[src/rtl/serial_adder_seq_pkg.sv]
// rtl/serial_adder_seq_pkg.sv - shared types and constants for the serial adder sequencer
package serial_adder_seq_pkg;

    localparam int DIGIT_W = 2;

    typedef enum logic [1:0] {
        S_IDLE = 2'd0,
        S_RUN  = 2'd1,
        S_DONE = 2'd2
    } state_t;

    // Digit counter width; at least one bit even when there is a single digit.
    function automatic int cnt_width(input int ndig);
        return (ndig <= 1) ? 1 : $clog2(ndig);
    endfunction

endpackage

[src/rtl/serial_adder_seq_if.sv]
// rtl/serial_adder_seq_if.sv - operand/result valid-ready bus of the serial adder sequencer
interface serial_adder_seq_if #(
    parameter int WIDTH = 8
);
    logic             in_valid;
    logic             in_ready;
    logic [WIDTH-1:0] in_lhs;
    logic [WIDTH-1:0] in_rhs;
    logic             in_cin;
    logic             out_valid;
    logic             out_ready;
    logic [WIDTH-1:0] out_sum;
    logic             out_cout;

    modport master (
        output in_valid, in_lhs, in_rhs, in_cin, out_ready,
        input  in_ready, out_valid, out_sum, out_cout
    );

    modport slave (
        input  in_valid, in_lhs, in_rhs, in_cin, out_ready,
        output in_ready, out_valid, out_sum, out_cout
    );
endinterface

[src/rtl/serial_adder_seq_adder.sv]
// rtl/serial_adder_seq_adder.sv - combinational 2-bit digit adder with carry
module adder
    import serial_adder_seq_pkg::*;
(
    input  logic [DIGIT_W-1:0] lhs,
    input  logic [DIGIT_W-1:0] rhs,
    input  logic               cin,
    output logic [DIGIT_W-1:0] out,
    output logic               cout
);

    // Zero-extend to DIGIT_W+1 so the carry falls out of the top bit.
    assign {cout, out} = {1'b0, lhs} + {1'b0, rhs} + {{DIGIT_W{1'b0}}, cin};

endmodule

[src/rtl/serial_adder_seq.sv]
// rtl/serial_adder_seq.sv - adds two WIDTH-bit operands one 2-bit digit per clock, LSB first
module serial_adder_seq
    import serial_adder_seq_pkg::*;
#(
    parameter int WIDTH = 8
) (
    input  logic             clk,
    input  logic             reset,
    serial_adder_seq_if.slave bus
);

    localparam int NDIG = WIDTH / DIGIT_W;
    localparam int CNTW = cnt_width(NDIG);

    if (((WIDTH % 2) != 0) || (WIDTH < 2)) begin : g_bad_width
        $error("serial_adder_seq: WIDTH must be even and >= 2");
    end

    state_t            state_q;
    state_t            state_d;
    logic [CNTW-1:0]   cnt_q;
    logic [WIDTH-1:0]  lhs_sr;
    logic [WIDTH-1:0]  rhs_sr;
    logic              carry_q;
    logic [WIDTH-1:0]  sum_q;
    logic              cout_q;
    logic [DIGIT_W-1:0] dig_sum;
    logic              dig_cout;
    logic              last_dig;

    adder u_adder (
        .lhs  (lhs_sr[DIGIT_W-1:0]),
        .rhs  (rhs_sr[DIGIT_W-1:0]),
        .cin  (carry_q),
        .out  (dig_sum),
        .cout (dig_cout)
    );

    assign last_dig      = (cnt_q == CNTW'(NDIG - 1));
    assign bus.in_ready  = (state_q == S_IDLE);
    assign bus.out_valid = (state_q == S_DONE);
    assign bus.out_sum   = sum_q;
    assign bus.out_cout  = cout_q;

    // Next-state: accept in IDLE, walk the digits in RUN, wait for drain in DONE.
    always_comb begin
        state_d = state_q;
        case (state_q)
            S_IDLE:  if (bus.in_valid) state_d = S_RUN;
            S_RUN:   if (last_dig)     state_d = S_DONE;
            S_DONE:  if (bus.out_ready) state_d = S_IDLE;
            default: state_d = S_IDLE;
        endcase
    end

    // State register.
    always_ff @(posedge clk) begin
        if (reset) state_q <= S_IDLE;
        else       state_q <= state_d;
    end

    // Datapath: capture operands, then retire one digit of the sum per cycle.
    always_ff @(posedge clk) begin
        if (reset) begin
            cnt_q   <= '0;
            lhs_sr  <= '0;
            rhs_sr  <= '0;
            carry_q <= 1'b0;
            sum_q   <= '0;
            cout_q  <= 1'b0;
        end else begin
            case (state_q)
                S_IDLE: begin
                    if (bus.in_valid) begin
                        lhs_sr  <= bus.in_lhs;
                        rhs_sr  <= bus.in_rhs;
                        carry_q <= bus.in_cin;
                        cnt_q   <= '0;
                    end
                end
                S_RUN: begin
                    sum_q[{cnt_q, 1'b0} +: DIGIT_W] <= dig_sum;
                    carry_q <= dig_cout;
                    lhs_sr  <= lhs_sr >> DIGIT_W;
                    rhs_sr  <= rhs_sr >> DIGIT_W;
                    if (last_dig) begin
                        cout_q <= dig_cout;
                        cnt_q  <= '0;
                    end else begin
                        cnt_q  <= cnt_q + CNTW'(1);
                    end
                end
                default: ;
            endcase
        end
    end

endmodule
[src/flat_wrapper.sv]
// flat-port wrapper written by rule: the top's interface ports become plain ports
module serial_adder_seq_flat import serial_adder_seq_pkg::*;
#(
    parameter int WIDTH = 8
)
  (clk, reset, bus_in_valid, bus_in_lhs, bus_in_rhs, bus_in_cin, bus_out_ready, bus_in_ready, bus_out_valid, bus_out_sum, bus_out_cout);
  serial_adder_seq_if #(.WIDTH(WIDTH)) bus_i ();
  input  logic clk;
  input  logic reset;
  input wire logic [$bits(bus_i.in_valid)-1:0] bus_in_valid;
  input wire logic [$bits(bus_i.in_lhs)-1:0] bus_in_lhs;
  input wire logic [$bits(bus_i.in_rhs)-1:0] bus_in_rhs;
  input wire logic [$bits(bus_i.in_cin)-1:0] bus_in_cin;
  input wire logic [$bits(bus_i.out_ready)-1:0] bus_out_ready;
  output wire logic [$bits(bus_i.in_ready)-1:0] bus_in_ready;
  output wire logic [$bits(bus_i.out_valid)-1:0] bus_out_valid;
  output wire logic [$bits(bus_i.out_sum)-1:0] bus_out_sum;
  output wire logic [$bits(bus_i.out_cout)-1:0] bus_out_cout;
  assign bus_i.in_valid = bus_in_valid;
  assign bus_i.in_lhs = bus_in_lhs;
  assign bus_i.in_rhs = bus_in_rhs;
  assign bus_i.in_cin = bus_in_cin;
  assign bus_i.out_ready = bus_out_ready;
  assign bus_in_ready = bus_i.in_ready;
  assign bus_out_valid = bus_i.out_valid;
  assign bus_out_sum = bus_i.out_sum;
  assign bus_out_cout = bus_i.out_cout;
  serial_adder_seq #(.WIDTH(WIDTH)) u_core (.clk(clk), .reset(reset), .bus(bus_i));
endmodule
[config.mk]
export PLATFORM = sky130hd
export DESIGN_NAME = serial_adder_seq_flat
export DESIGN_NICKNAME = d
export VERILOG_FILES = /design/src/rtl/serial_adder_seq_pkg.sv /design/src/rtl/serial_adder_seq_if.sv /design/src/rtl/serial_adder_seq_adder.sv /design/src/rtl/serial_adder_seq.sv /design/src/flat_wrapper.sv
export SDC_FILE = /design/constraint.sdc
export NUM_CORES = 1
export LEC_CHECK = 0
export BUFFER_PORTS_ARGS = -buffer_cell sky130_fd_sc_hd__buf_2
export CAP_MARGIN = 25
export CORE_MARGIN = 3
export CORE_UTILIZATION = 42
export CTS_CLUSTER_DIAMETER = 40
export DETAILED_ROUTE_END_ITERATION = 12
export HOLD_SLACK_MARGIN = 0.03
export PLACE_DENSITY_LB_ADDON = 0.1
export SYNTH_ARGS = -nofsm -noshare
export SYNTH_HDL_FRONTEND = slang
export SYNTH_SLANG_ARGS = --single-unit
[constraint.sdc]
create_clock -name clk -period 1.93 [get_ports clk]
set_input_delay 0.193 -clock clk [delete_from_list [all_inputs] [get_ports clk]]
set_output_delay 0.193 -clock clk [all_outputs]
set_load 0.01 [all_outputs]
==> impl_metrics.sql <==
INSERT INTO impl_metrics (metric_group, metric, value, unit) VALUES
('status', 'run_status', 'finished, final reports clean', ''),
('cts', 'h-tree-depth', '2', ''),
('yosys', 'synth.avg_cell_area', '9.50', 'um2'),
('timing', 'final.setup.worst_slack', '0.120', 'ns'),
('timing', 'final_period_minus_worst_setup_slack', '1.81', 'ns'),
('yosys', 'synth_cell_types', '29', ''),
('cts', 'worst_setup_hold_path_clk_slew', '0.10', 'ns'),
('global_route', 'grt.total_usage', '16.5', '%'),
('yosys', 'synth_async_sr_flop_share', '0', '%'),
('critical_path', 'critPathArrivalTime', '2.00', 'ns'),
('drt', 'route.final.wire_length', '3040', 'um'),
('floorplanning', 'chipWidth', '63.7', 'um'),
('pwr', 'seqPwrFrac', '54.3', '%'),
('place', 'finalWeightedCongestion', '0.717', ''),
('final_layout', 'final_nets', '204', ''),
('run', 'timing.max_cap.violations', '0', ''),
('yosys', 'flops_latches_synth', '30', ''),
('final_layout', 'final_core_utilization', '52.3', '%'),
('pwr', 'switching_power', '0.340', 'mW'),
('drt', 'vias', '1178', ''),
('final_layout', 'antenna_cells_inserted', '0', ''),
('yosys', 'synth_commonest_cells', 'dfxtp_1 (30), a21oi_1 (22), inv_1 (16)', ''),
('floorplanning', 'die_height', '63.7', 'um'),
('final_layout', 'stdcell_count', '222', ''),
('timing', 'fmax', '552', 'MHz'),
('cts', 'cts.repair_timing.setup_buffer_count', '0', ''),
('yosys', 'synth_most_common_cell', 'dfxtp_1', ''),
('critical_path', 'path_class', 'flop to flop', ''),
('place', 'detailedPlacementHpwl', '2100', 'um'),
('yosys', 'synthesis.instances', '147', ''),
('global_route', 'antenna_violations_before_repair', '0', ''),
('pwr', 'power.internal', '0.927', 'mW'),
('pwr', 'relative_contribution_of_the_clock_network_to_total_power', '30.4', '%'),
('pwr', 'powerDensity', '781', 'mW/mm2'),
('pwr', 'power.ir.vdd_worst', '0.474', 'mV'),
('critical_path', 'ff2ff_path_depth', '6', ''),
('floorplanning', 'core_area', '0.00310', 'mm2'),
('place', 'port_buffers', '31', ''),
('yosys', 'synth_nets', '174', ''),
('yosys', 'post_synth_main_area_contributors', 'dfxtp_1 (43%), o221a_2 (8.9%), a21oi_1 (7.9%)', ''),
('yosys', 'number_of_synthesized_flops_with_an_enable_pin', '0', ''),
('timing', 'finalSetupViolCount', '0', ''),
('critical_path', 'critPathSlowestCell', 'fa_1', ''),
('timing', 'worst_clock_skew', '0.00880', 'ns'),
('timing', 'period_share', '93.8', '%'),
('pwr', 'power.switching_fraction', '26.8', '%'),
('global_route', 'grt_start_max_net_pins', '31', ''),
('drt', 'detailed_route_drc_error_count', '0', ''),
('critical_path', 'max_stage_delay', '0.46', 'ns'),
('timing', 'rsz0062_at_grt', 'false', ''),
('timing', 'finalMaxSlewViolations', '0', ''),
('place', 'detailedPlace.worstSlack', '-0.00875', 'ns'),
('critical_path', 'path_max_fanout', '3', ''),
('yosys', 'synth_area', '0.00140', 'mm2'),
('cts', 'cts_root_buf', 'clkbuf_4', ''),
('drt', 'detailedRoute.firstIterationViolations', '43', ''),
('timing', 'worst_slew_margin_rel', '62.3', '%'),
('critical_path', 'endpoint_kind', 'flop', ''),
('drt', 'routed_via_density', '5.31', ''),
('hold_path', 'worstHoldPathType', 'primary input to flop', ''),
('timing', 'report.final.hold_viol_count', '0', ''),
('cts', 'cts-hold-fix-buffers', '0', ''),
('place', 'place.detailed.instances', '214', ''),
('cts', 'sink_count_of_the_clock_tree', '30', ''),
('final_layout', 'area_growth_from_synthesis_to_layout', '16.3', '%'),
('critical_path', 'critical_path_cell_by_cell', 'fa_2 -> fa_1 -> buf_4 -> and4b_1 -> mux2i_1 -> nor2_1', ''),
('cts', 'cts_tree', 'done', ''),
('floorplanning', 'design.portCount', '32', ''),
('final_layout', 'fraction_of_final_layout_cells_sized_beyond_drive_strength_1', '31.5', '%'),
('floorplanning', 'num_rows', '20', ''),
('global_route', 'globalRouteOverflowTotal', '0', '');
==> flip-flops by register name, indices dropped and copies added (netlist names) <==
| name | flops |
|---|---|
| u_core.state_q | 2 |
| u_core.lhs_sr | 8 |
| u_core.rhs_sr | 8 |
| u_core.bus.out_cout | 1 |
| u_core.bus.out_sum | 8 |
| u_core.cnt_q | 2 |
| u_core.carry_q | 1 |
==> worst paths after layout <==
check	start	end	slack, ns
worst max-delay path	u_core.carry_q	u_core.bus.out_sum[3]	0.12
worst min-delay path	bus_in_lhs[5]	u_core.lhs_sr[5]	0.12
worst max register to register	u_core.carry_q	u_core.bus.out_sum[3]	0.12
worst min register to register	u_core.bus.out_sum[0]	u_core.bus.out_sum[0]	0.45
==> layout by cell type (no fill, tap or decap), types with 2 or more instances in the layout <==
master and instances:
and4b_1 2, mux2i_1 4, o21ai_0 2, nand4bb_1 2
inv_1 16, dfxtp_1 29, nor2_2 2, buf_2 31
ha_1 4, nor2_1 10, nand4_1 4, clkbuf_4 5
o221a_2 11, nand3b_1 4, a21oi_1 22, nand2_1 7
a32oi_1 2, nand3_1 2, a22oi_1 2, o221a_1 2
==> area by class of cell <==
class	count	area, um2
tap	44	55.1
timing repair buffer	32	163
clock buffer	7	55.1
sequential	30	602
clock inverter	1	5.00
multi-input combinational	92	684
fill	323	1480
inverter	16	60.1
==> cell families (layout without fill, tap and decap cells) <==
group	count (synthesis)	after routing	share of synthesized area, %
fa+ha+maj	6	6	6.45
compound gates	42	42	22.0
mux	4	4	2.87
simple gates	40	40	17.1
flops	30	30	43.0
buf+inv	25	56	8.60
==> what timing repair did <==
action	CTS	global route
setup endpoints to repair	1	2
resized for setup	0	3
cloned	0	0
pin swaps	1	1
==> worst max-delay path: cells and delay by family, from the launching register on <==
family | cells | cell delay [ns]
adders and majority gates | 2 | 0.84
buffers and inverters | 1 | 0.16
DFF | 1 | 0.34
muxes | 1 | 0.12
and+or+nand+nor | 2 | 0.22
==> power groups by stage <==
stage	registers [mW]	logic (mW)	clock network (mW)
4_1_cts	0.687	0.192	0.401
3_5_place_dp	0.701	0.190	0
3_3_place_gp	0.699	0.189	0
6_report	0.688	0.194	0.386
5_1_grt	0.694	0.214	0.440
2_1_floorplan	0.691	0.141	0
==> layer usage <==
layer	part of all wire [%]	vias to the layer above	GRT usage (%)	wire, um
met5	0	-	0	0
met1	51	561	22.9	1560
met4	0.63	0	5.66	19
met3	5.0	2	7.13	152
met2	43	25	22.7	1300
li1	-	590	-	-
==> through the flow <==
step,cell area (um2),setup TNS [ns],hold WS [ns]
final,1620,0,0.124
after CTS,1610,0,0.108
after detailed placement,1550,-0.00875,0.442
after global placement,1550,0,0.438
after floorplan,1400,0,0.359
after global routing,1620,0,0.0865
(Power assumes the default switching activity.)
